## src/rtl/bf16_acc_if.sv

```systemverilog
// Stream, adder-side and result signals of the bf16 accumulator.
// The slave modport is the accumulator; the master is the producer, adder and consumer side.
interface bf16_acc_if #(
    parameter int E     = 8,
    parameter int M     = 7,
    parameter int CNT_W = 16
);
    logic             in_valid_i;
    logic             in_ready_o;
    logic             in_s_i;
    logic [E-1:0]     in_e_i;
    logic [M-1:0]     in_m_i;
    logic             in_last_i;

    logic             add_sa_o;
    logic [E-1:0]     add_ea_o;
    logic [M-1:0]     add_ma_o;
    logic             add_sb_o;
    logic [E-1:0]     add_eb_o;
    logic [M-1:0]     add_mb_o;
    logic             add_s_i;
    logic [E-1:0]     add_e_i;
    logic [M-1:0]     add_m_i;

    logic             out_valid_o;
    logic             out_ready_i;
    logic             out_s_o;
    logic [E-1:0]     out_e_o;
    logic [M-1:0]     out_m_o;
    logic [CNT_W-1:0] out_cnt_o;
    logic             out_nan_o;

    modport slave (
        input  in_valid_i, in_s_i, in_e_i, in_m_i, in_last_i,
        input  add_s_i, add_e_i, add_m_i,
        input  out_ready_i,
        output in_ready_o,
        output add_sa_o, add_ea_o, add_ma_o, add_sb_o, add_eb_o, add_mb_o,
        output out_valid_o, out_s_o, out_e_o, out_m_o, out_cnt_o, out_nan_o
    );

    modport master (
        output in_valid_i, in_s_i, in_e_i, in_m_i, in_last_i,
        output add_s_i, add_e_i, add_m_i,
        output out_ready_i,
        input  in_ready_o,
        input  add_sa_o, add_ea_o, add_ma_o, add_sb_o, add_eb_o, add_mb_o,
        input  out_valid_o, out_s_o, out_e_o, out_m_o, out_cnt_o, out_nan_o
    );
endinterface

```

## src/rtl/bf16_acc.sv

```systemverilog
// Streaming bf16 frame accumulator driving an external combinational adder.
// A frame's sum is held on the output stream with its beat count and a sticky NaN flag.
module bf16_acc #(
    parameter int E     = 8,
    parameter int M     = 7,
    parameter int CNT_W = 16
) (
    input  logic        clk,
    input  logic        nreset,
    bf16_acc_if.slave   bus
);
    typedef enum logic [1:0] {
        ST_IDLE = 2'd0,
        ST_ACC  = 2'd1,
        ST_HOLD = 2'd2
    } state_t;

    state_t           r_state;
    state_t           w_state_nxt;

    logic             r_in_ready;
    logic             r_acc_s;
    logic [E-1:0]     r_acc_e;
    logic [M-1:0]     r_acc_m;
    logic [CNT_W-1:0] r_cnt;
    logic             r_nan;

    logic             r_out_valid;
    logic             r_out_s;
    logic [E-1:0]     r_out_e;
    logic [M-1:0]     r_out_m;
    logic [CNT_W-1:0] r_out_cnt;
    logic             r_out_nan;

    logic             w_in_s;
    logic [E-1:0]     w_in_e;
    logic [M-1:0]     w_in_m;
    logic             w_in_nan;
    logic             w_accept;
    logic [CNT_W-1:0] w_cnt_inc;

    // Canonical quiet NaN presented whenever the frame saw a NaN operand.
    function automatic logic [E+M:0] fmt_out(input logic nan, input logic s,
                                             input logic [E-1:0] e, input logic [M-1:0] m);
        logic [E+M:0] res;
        if (nan) begin
            res = {1'b0, {E{1'b1}}, {M{1'b1}}};
        end else begin
            res = {s, e, m};
        end
        return res;
    endfunction

    // Flush subnormal operands to signed zero and classify NaN on the raw operand.
    always_comb begin
        w_in_s   = bus.in_s_i;
        w_in_e   = bus.in_e_i;
        w_in_m   = bus.in_m_i;
        w_in_nan = (bus.in_e_i == {E{1'b1}}) && (bus.in_m_i != {M{1'b0}});
        if (bus.in_e_i == {E{1'b0}}) begin
            w_in_m = {M{1'b0}};
        end else begin
            w_in_m = bus.in_m_i;
        end
    end

    // Handshake qualifier and saturating beat count.
    always_comb begin
        w_accept = bus.in_valid_i & r_in_ready;
        if (r_cnt == {CNT_W{1'b1}}) begin
            w_cnt_inc = r_cnt;
        end else begin
            w_cnt_inc = r_cnt + {{(CNT_W-1){1'b0}}, 1'b1};
        end
    end

    // Next-state logic for the frame FSM.
    always_comb begin
        w_state_nxt = r_state;
        case (r_state)
            ST_IDLE: begin
                if (w_accept) begin
                    w_state_nxt = bus.in_last_i ? ST_HOLD : ST_ACC;
                end else begin
                    w_state_nxt = ST_IDLE;
                end
            end
            ST_ACC: begin
                if (w_accept && bus.in_last_i) begin
                    w_state_nxt = ST_HOLD;
                end else begin
                    w_state_nxt = ST_ACC;
                end
            end
            ST_HOLD: begin
                if (bus.out_ready_i) begin
                    w_state_nxt = ST_IDLE;
                end else begin
                    w_state_nxt = ST_HOLD;
                end
            end
            default: begin
                w_state_nxt = ST_IDLE;
            end
        endcase
    end

    // FSM state register.
    always_ff @(posedge clk or negedge nreset) begin
        if (!nreset) begin
            r_state <= ST_IDLE;
        end else begin
            r_state <= w_state_nxt;
        end
    end

    // Running sum, beat count, NaN flag and held result registers.
    always_ff @(posedge clk or negedge nreset) begin
        if (!nreset) begin
            r_in_ready  <= 1'b0;
            r_acc_s     <= 1'b0;
            r_acc_e     <= {E{1'b0}};
            r_acc_m     <= {M{1'b0}};
            r_cnt       <= {CNT_W{1'b0}};
            r_nan       <= 1'b0;
            r_out_valid <= 1'b0;
            r_out_s     <= 1'b0;
            r_out_e     <= {E{1'b0}};
            r_out_m     <= {M{1'b0}};
            r_out_cnt   <= {CNT_W{1'b0}};
            r_out_nan   <= 1'b0;
        end else begin
            r_in_ready  <= (w_state_nxt != ST_HOLD);
            r_out_valid <= (w_state_nxt == ST_HOLD);
            case (r_state)
                ST_IDLE: begin
                    if (w_accept) begin
                        r_cnt <= {{(CNT_W-1){1'b0}}, 1'b1};
                        r_nan <= w_in_nan;
                        if (bus.in_last_i) begin
                            {r_out_s, r_out_e, r_out_m} <= fmt_out(w_in_nan, w_in_s, w_in_e, w_in_m);
                            r_out_cnt <= {{(CNT_W-1){1'b0}}, 1'b1};
                            r_out_nan <= w_in_nan;
                        end else begin
                            r_acc_s <= w_in_s;
                            r_acc_e <= w_in_e;
                            r_acc_m <= w_in_m;
                        end
                    end
                end
                ST_ACC: begin
                    if (w_accept) begin
                        r_cnt <= w_cnt_inc;
                        r_nan <= r_nan | w_in_nan;
                        if (bus.in_last_i) begin
                            {r_out_s, r_out_e, r_out_m} <= fmt_out(r_nan | w_in_nan,
                                                                   bus.add_s_i, bus.add_e_i, bus.add_m_i);
                            r_out_cnt <= w_cnt_inc;
                            r_out_nan <= r_nan | w_in_nan;
                        end else begin
                            r_acc_s <= bus.add_s_i;
                            r_acc_e <= bus.add_e_i;
                            r_acc_m <= bus.add_m_i;
                        end
                    end
                end
                ST_HOLD: begin
                    // The held result stays put; only the frame state is cleared on release.
                    if (bus.out_ready_i) begin
                        r_acc_s <= 1'b0;
                        r_acc_e <= {E{1'b0}};
                        r_acc_m <= {M{1'b0}};
                        r_cnt   <= {CNT_W{1'b0}};
                        r_nan   <= 1'b0;
                    end
                end
                default: begin
                    r_cnt <= {CNT_W{1'b0}};
                    r_nan <= 1'b0;
                end
            endcase
        end
    end

    assign bus.in_ready_o  = r_in_ready;
    assign bus.add_sa_o    = r_acc_s;
    assign bus.add_ea_o    = r_acc_e;
    assign bus.add_ma_o    = r_acc_m;
    assign bus.add_sb_o    = w_in_s;
    assign bus.add_eb_o    = w_in_e;
    assign bus.add_mb_o    = w_in_m;
    assign bus.out_valid_o = r_out_valid;
    assign bus.out_s_o     = r_out_s;
    assign bus.out_e_o     = r_out_e;
    assign bus.out_m_o     = r_out_m;
    assign bus.out_cnt_o   = r_out_cnt;
    assign bus.out_nan_o   = r_out_nan;
endmodule

```

## src/flat_wrapper.sv

```systemverilog
// flat-port wrapper written by rule: the top's interface ports become plain ports
module bf16_acc_flat 
#(
    parameter int E     = 8,
    parameter int M     = 7,
    parameter int CNT_W = 16
)
  (clk, nreset, bus_in_valid_i, bus_in_s_i, bus_in_e_i, bus_in_m_i, bus_in_last_i, bus_add_s_i, bus_add_e_i, bus_add_m_i, bus_out_ready_i, bus_in_ready_o, bus_add_sa_o, bus_add_ea_o, bus_add_ma_o, bus_add_sb_o, bus_add_eb_o, bus_add_mb_o, bus_out_valid_o, bus_out_s_o, bus_out_e_o, bus_out_m_o, bus_out_cnt_o, bus_out_nan_o);
  bf16_acc_if #(.E(E), .M(M), .CNT_W(CNT_W)) bus_i ();
  input  logic clk;
  input  logic nreset;
  input wire logic [$bits(bus_i.in_valid_i)-1:0] bus_in_valid_i;
  input wire logic [$bits(bus_i.in_s_i)-1:0] bus_in_s_i;
  input wire logic [$bits(bus_i.in_e_i)-1:0] bus_in_e_i;
  input wire logic [$bits(bus_i.in_m_i)-1:0] bus_in_m_i;
  input wire logic [$bits(bus_i.in_last_i)-1:0] bus_in_last_i;
  input wire logic [$bits(bus_i.add_s_i)-1:0] bus_add_s_i;
  input wire logic [$bits(bus_i.add_e_i)-1:0] bus_add_e_i;
  input wire logic [$bits(bus_i.add_m_i)-1:0] bus_add_m_i;
  input wire logic [$bits(bus_i.out_ready_i)-1:0] bus_out_ready_i;
  output wire logic [$bits(bus_i.in_ready_o)-1:0] bus_in_ready_o;
  output wire logic [$bits(bus_i.add_sa_o)-1:0] bus_add_sa_o;
  output wire logic [$bits(bus_i.add_ea_o)-1:0] bus_add_ea_o;
  output wire logic [$bits(bus_i.add_ma_o)-1:0] bus_add_ma_o;
  output wire logic [$bits(bus_i.add_sb_o)-1:0] bus_add_sb_o;
  output wire logic [$bits(bus_i.add_eb_o)-1:0] bus_add_eb_o;
  output wire logic [$bits(bus_i.add_mb_o)-1:0] bus_add_mb_o;
  output wire logic [$bits(bus_i.out_valid_o)-1:0] bus_out_valid_o;
  output wire logic [$bits(bus_i.out_s_o)-1:0] bus_out_s_o;
  output wire logic [$bits(bus_i.out_e_o)-1:0] bus_out_e_o;
  output wire logic [$bits(bus_i.out_m_o)-1:0] bus_out_m_o;
  output wire logic [$bits(bus_i.out_cnt_o)-1:0] bus_out_cnt_o;
  output wire logic [$bits(bus_i.out_nan_o)-1:0] bus_out_nan_o;
  assign bus_i.in_valid_i = bus_in_valid_i;
  assign bus_i.in_s_i = bus_in_s_i;
  assign bus_i.in_e_i = bus_in_e_i;
  assign bus_i.in_m_i = bus_in_m_i;
  assign bus_i.in_last_i = bus_in_last_i;
  assign bus_i.add_s_i = bus_add_s_i;
  assign bus_i.add_e_i = bus_add_e_i;
  assign bus_i.add_m_i = bus_add_m_i;
  assign bus_i.out_ready_i = bus_out_ready_i;
  assign bus_in_ready_o = bus_i.in_ready_o;
  assign bus_add_sa_o = bus_i.add_sa_o;
  assign bus_add_ea_o = bus_i.add_ea_o;
  assign bus_add_ma_o = bus_i.add_ma_o;
  assign bus_add_sb_o = bus_i.add_sb_o;
  assign bus_add_eb_o = bus_i.add_eb_o;
  assign bus_add_mb_o = bus_i.add_mb_o;
  assign bus_out_valid_o = bus_i.out_valid_o;
  assign bus_out_s_o = bus_i.out_s_o;
  assign bus_out_e_o = bus_i.out_e_o;
  assign bus_out_m_o = bus_i.out_m_o;
  assign bus_out_cnt_o = bus_i.out_cnt_o;
  assign bus_out_nan_o = bus_i.out_nan_o;
  bf16_acc #(.E(E), .M(M), .CNT_W(CNT_W)) u_core (.clk(clk), .nreset(nreset), .bus(bus_i));
endmodule
```

## config.mk

```make
export PLATFORM = sky130hd
export DESIGN_NAME = bf16_acc_flat
export DESIGN_NICKNAME = d
export VERILOG_FILES = /design/src/rtl/bf16_acc_if.sv /design/src/rtl/bf16_acc.sv /design/src/flat_wrapper.sv
export SDC_FILE = /design/constraint.sdc
export NUM_CORES = 1
export LEC_CHECK = 0
export ABC_AREA = 1
export BUFFER_PORTS_ARGS = -buffer_cell sky130_fd_sc_hd__buf_2
export CELL_PAD_IN_SITES_DETAIL_PLACEMENT = 1
export CELL_PAD_IN_SITES_GLOBAL_PLACEMENT = 2
export CORE_MARGIN = 2
export CORE_UTILIZATION = 31
export DETAILED_ROUTE_END_ITERATION = 16
export PLACE_DENSITY = 0.94
export SLEW_MARGIN = 0
export SYNTH_ARGS = -nofsm -noshare
export SYNTH_HDL_FRONTEND = slang
export SYNTH_SLANG_ARGS = --single-unit
```

## constraint.sdc

```tcl
create_clock -name clk -period 4.41 [get_ports clk]
set_clock_uncertainty 0.15 [all_clocks]
set_input_delay 0.441 -clock clk [delete_from_list [all_inputs] [get_ports clk]]
set_output_delay 0.441 -clock clk [all_outputs]
set_load 0.05 [all_outputs]
```

Yosys cells after proc, flatten, opt, wreduce, memory -nomap -nowiden:

Cells that the tools add are included.
W data, S select, Z words.

* $add $sub $neg: 1
* equal/unequal tests: 13
* multiplexer cells: 59
* bitwise operators: 2
* reductions and logical operators: 10

Operators with widths (number)
* $mux W16: 10
* $mux W8: 9
* $mux W7: 10
* $pmux W16 S3: 1
* $pmux W16 S2: 1
* $pmux W8 S3: 1
* $pmux W7 S3: 1
* $add A16 B1 Y16 const B: 1
* $eq A16 B16 Y1 const B: 1
* $pmux W8 S2: 1
* $mux W1: 15
* $pmux W7 S2: 1
* $ne A2 B2 Y1 const B: 6
* $eq A8 B8 Y1 const B: 1
* $logic_not A8 Y1: 1
* $mux W2: 4
* $reduce_bool A7 Y1: 1
* $pmux W1 S3: 2
* $pmux W2 S3: 1
* $reduce_and A6 Y1: 1
* $reduce_and A5 Y1: 1
* $eq A2 B2 Y1 const B: 2
* $ne A2 B1 Y1 const B: 2
* $pmux W1 S2: 2
* 8 further kinds: 9

* register bits after elaboration: 70
* input port bits: 37
* output and inout bits: 67
* word-level logic and storage cells: 98

Depth between registers and ports, before layout:

* depth after elaboration: 7
* mapped depth: 11
* mapped depth without buffers: 10

Worst setup path after synthesis:

OpenSTA, ideal clock, no wires.

* path type: input -> output
* start: input bus_in_e_i[2]
* end: output bus_add_mb_o[0]
* arrival: 1570 ps
* required time: 3819 ps
* slack: 2249 ps
* stages on the path: 5
* path buffers: 1
* path through: nor2_1 -> nand4_1 -> buf_2 -> inv_1 -> nor2_1

* cells in the longest elaborated chain, start to end: 2

Ends and longest elaborated chain
* start, declared: line flat_wrapper.sv:14 `input wire logic [$bits(bus_i.in_e_i)-1:0] bus_in_e_i;`
* $logic_not A8 Y1: line bf16_acc.sv:60 `if (bus.in_e_i == {E{1'b0}}) begin`
* $mux W7: line bf16_acc.sv:60
* end, declared: line flat_wrapper.sv:27 `output wire logic [$bits(bus_i.add_mb_o)-1:0] bus_add_mb_o;`

No other way between the ends.

Worst setup path after layout:

* start: register u_core.r_state[1]
* end: register u_core.r_out_m[1], in the netlist u_core.bus.out_m_o[1]

* cells in the longest elaborated chain, start to end: 3
* elaborated cells on any way between the ends: 9
* those cells by class: eq/ne: 5; mux: 1; reduce/logical: 3

Ends and longest elaborated chain
* start, declared: line bf16_acc.sv:18 `state_t r_state;`
* start signal, assigned: line bf16_acc.sv:113 `r_state <= w_state_nxt;`
* $eq A2 B1 Y1 / $logic_not A2 Y1 (equally long branches): line bf16_acc.sv:135 `case (r_state)`
* $ne A2 B2 Y1 (no line) (tied with other cells)
* $reduce_and A5 Y1 (no line)
* end signal, assigned: line bf16_acc.sv:129 `r_out_m <= {M{1'b0}};`
* end signal, assigned: line bf16_acc.sv:141 `{r_out_s, r_out_e, r_out_m} <= fmt_out(w_in_nan, w_in_s, w_in_e, w_in_m);`
* end signal, assigned: line bf16_acc.sv:156 `{r_out_s, r_out_e, r_out_m} <= fmt_out(r_nan | w_in_nan,`
* end, declared: line bf16_acc.sv:31 `logic [M-1:0] r_out_m;`

Several ways; a longest one is shown, not always the timed one.
A chain may end at the register's enable or synchronous reset.

==> summary.txt <==
Place
  • Estimated wirelength of the detail-placed design: 9000 um
  • Count of buffers from port buffering: 103
  • Instance area after placement: 4530 um2
  • GPL Wtd Cong: 0.805

Cells and area
  • Net count reported at finish: 666
  • Ant. Diodes: 0
  • Area growth from synthesis to layout: 20.5%
  • Post-route design area: 4800 um2
  • Fraction of final layout cells sized beyond drive strength 1: 23.4%

STA
  • Actual slew at the worst max-slew pin: 0.898 ns
  • Crit path time final: 2.73 ns
  • Period utilization: 61.8%
  • Unrepaired setup endpoints after global routing: no
  • Max transition margin: 40.1%
  • Highest clock rate: 0.367 GHz
  • Final hold vios: 0
  • Hold Worst Slack: 0.0592 ns
  • Max-slew violation total from the final report: 0
  • Setup TNS: 0 ns
  • Final count of negative-setup-slack endpoints: 0

Clock tree
  • Number of hold-repair buffers added at the cts stage: 0
  • Maximum root-to-sink buffer count: 2
  • Clock tree from TritonCTS: yes
  • Sink Count: 70
  • Post-CTS clock slew at the launch and capture registers of the worst setup and hold paths: 0.06 ns
  • H-Tree Level Count: 3
  • Clock Latency Late Sink: 0.35 ns
  • Total clock buffers created by CTS: 9
  • Post-cts resize count: 0
  • Number of setup buffers added after CTS: 0
  • Clock Root Buffer: clkbuf_16

Die
  • Die Height: 117 um
  • Placeable core region: 12,600 um2
  • Initial Utilization: 31.7%
  • Floorplan row count: 41
  • Die width: 117 um
  • Top Ports: 104
  • Die Footprint: 13,800 um2

Worst setup path
  • Critical path endpoint category: flop
  • Worst r2r path cells: 7
  • Max stage delay on crit path: 0.62 ns
  • CP delay by family, top: buffers and inverters
  • Worst-path maximum fanout: 61
  • Endpoint of the most critical register-to-register path: u_core.bus.out_m_o[1]$_DFFE_PN0P_
  • Crit start category: flop
  • Worst EP required: 4.54 ns
  • Worst R2R Setup Slack: 1.68 ns
  • Data arrival time of the critical path: 2.86 ns
  • Crit Path Class: reg -> reg
  • Combined buffer and inverter count along the critical path: 3
  • Slowest CP cell: o211ai_1
  • Startpoint of the most critical register-to-register path: u_core.r_state[1]$_DFF_PN0_
  • Critical Path, Cell by Cell: inv_1 > ha_2 > buf_4 > inv_1 > o211ai_1 > nor2_1 > nor2_1

Synthesis
  • Register bit count reported by yosys: 70
  • Proportion of synthesized area in mux cells: 1.51%
  • Area share of and/or/nand/nor cells after synthesis: 35.4%
  • Fraction of registers with async set/reset: 100%
  • Main combinational cell family by area after synthesis: simple AND/OR/NAND/NOR gates
  • Post-synthesis cell area: 3980 um2
  • Total number of yosys warnings: 0
  • Number of nets in the synthesized netlist: 583
  • Syn Area/Cell: 7.36 um2
  • Share of the synthesized netlist area taken by xor and xnor gates: 0.660%
  • Number of distinct library cells after synthesis: 33
  • Instance count of the mapped netlist: 541
  • Number of enable flip-flop cells after synthesis: 0
  • Sequential-to-total area share from yosys stat: 44.0%
  • Adder and majority gate portion of the synthesized area: 1.57%
  • Most used flip-flop cell after synthesis: dfrtp_1
  • Post-synthesis compound-gate area fraction: 6.19%

Global route
  • Overall routing resource usage: 19.1%
  • Initial antenna violation count: 0
  • Largest net degree at the start of global routing: 62
  • Fraction of met1 tracks used by global routing: 21.9%
  • Wire length of the first global-routing pass: 21,100 um
  • Met3 GRT Util: 4.72%
  • Highest-utilization routing layer at the global route stage: met2
  • Met2 routing resource usage after global routing: 33.5%
  • Vias in the first global route: 4,242
  • Sum of overflow across all layers after global routing: 0

Worst hold path
  • Worst hold-check path type: in -> async

Route
  • DRT Wirelength: 12,300 um
  • DRC marker count from the first detailed-route iteration: 144
  • Number of nets with antenna violations after routing: 0
  • Drt wl/cell: 15.4 um
  • DRC Markers: 0
  • Total number of vias: 3,816
  • Via/cell ratio: 4.76
  • Number of iterations in the first detailed-routing pass: 4

Job
  • Max-cap violation count: 0

Power and ir drop
  • Total power divided by cell area: 720 nW/um2
  • Maximum vdd drop: 385 uV
  • Static leakage: 2.51 nW

Status
  • Result of the run: finished, final reports clean
## through the flow
step | utilization (%) | setup slack, ns | power (mW) | cells
global route | 38.2 | 1.47 | 3.69 | 801
finish | 38.2 | 1.68 | 3.46 | 801
floorplan | - | 2.25 | 2.39 | 541
global placement | 36.1 | 1.84 | 2.76 | 785
detailed placement | 36.1 | 1.71 | 2.81 | 785
CTS | 38.2 | 1.68 | 3.50 | 801
## worst max-delay path by stage
stage / start / to / slack, ns / cells past startpoint
after floorplan: bus_in_e_i[2] / bus_add_mb_o[0] / 2.25 / 5
after global placement: u_core.r_state[1]$_DFF_PN0_ / u_core.bus.out_m_o[3]$_DFFE_PN0P_ / 1.84 / 7
after detailed placement: u_core.r_state[1]$_DFF_PN0_ / u_core.bus.out_m_o[3]$_DFFE_PN0P_ / 1.71 / 7
after CTS: u_core.r_state[1]$_DFF_PN0_ / u_core.bus.out_m_o[1]$_DFFE_PN0P_ / 1.68 / 7
after global routing: u_core.r_state[1]$_DFF_PN0_ / u_core.bus.out_m_o[1]$_DFFE_PN0P_ / 1.47 / 7
final: u_core.r_state[1]$_DFF_PN0_ / u_core.bus.out_m_o[1]$_DFFE_PN0P_ / 1.68 / 7
## per-layer routing
metal | up-vias | wire length (um)
met1 | 1836 | 5110
met2 | 86 | 6290
met4 | 0 | 304
met3 | 22 | 590
met5 | - | 0
li1 | 1872 | -
## synthesized netlist by cell type (9+ instances only)
library cell  instances  share of area, %
or2_2                 9               1.4
nand3_1              75               9.4
nand2_1             144                14
inv_1                55               5.2
a31oi_1              16               2.5
buf_2                13               1.6
nor2_1               74               7.0
dfrtp_1              70                44
o21ai_0               9               1.1
buf_4                10               1.9
## power by group
| part | switching [mW] | internal (mW) |
|---|---|---|
| combinational | 1.39 | 0.431 |
| clock | 0.282 | 0.390 |
| sequential | 0.124 | 0.838 |
| total | 1.80 | 1.66 |
## sequential cells by signal, indices dropped and copies added, names as in the netlist
| signal | cells |
|---|---|
| u_core.bus.out_cnt_o | 16 |
| u_core.bus.add_ea_o | 8 |
| u_core.bus.add_sa_o | 1 |
| u_core.bus.out_m_o | 7 |
| u_core.r_cnt | 16 |
| u_core.bus.out_valid_o | 1 |
| u_core.bus.out_s_o | 1 |
| u_core.bus.out_nan_o | 1 |
| u_core.bus.in_ready_o | 1 |
| u_core.bus.out_e_o | 8 |
| u_core.r_state | 2 |
| u_core.bus.add_ma_o | 7 |
| u_core.r_nan | 1 |
## final cells by class
type,instances,area [um2]
fill,1602,7770
multi-input combinational,378,1810
sequential,70,1750
timing repair buffer,106,538
clock buffer,11,243
inverter,59,221
tap,172,215
clock inverter,5,25.0
## logic make-up (layout without fill, tap and decap cells)
logic type	count (synthesis)	count (layout)
xor+xnor	3	3
flops	70	70
compound gates	41	41
mux	6	6
fa+ha+maj	5	5
simple gates	323	323
buf+inv	93	181
## worst reg2reg max path: cells and delay by family (launching register included)
kind,cells,cell delay [ns]
buffers and inverters,3,1.07
AO/OA/AOI/OAI,1,0.62
AND/OR/NAND/NOR,2,0.21
flip-flops,1,0.40
adder cells (fa/ha/maj),1,0.21
## placed cells by master (no fill, tap or decap), types with 4 or more instances in the layout
master       n
a21oi_1      7
a31oi_1     16
buf_2      103
clkbuf_16    9
clkinv_2     5
dfrtp_1     70
ha_1         4
inv_1       55
mux2i_1      6
nand2_1    144
nand3_1     75
nand4_1      7
nor2_1      74
o21ai_0      9
or2_2        9
Power figures use the tool's default switching activity.
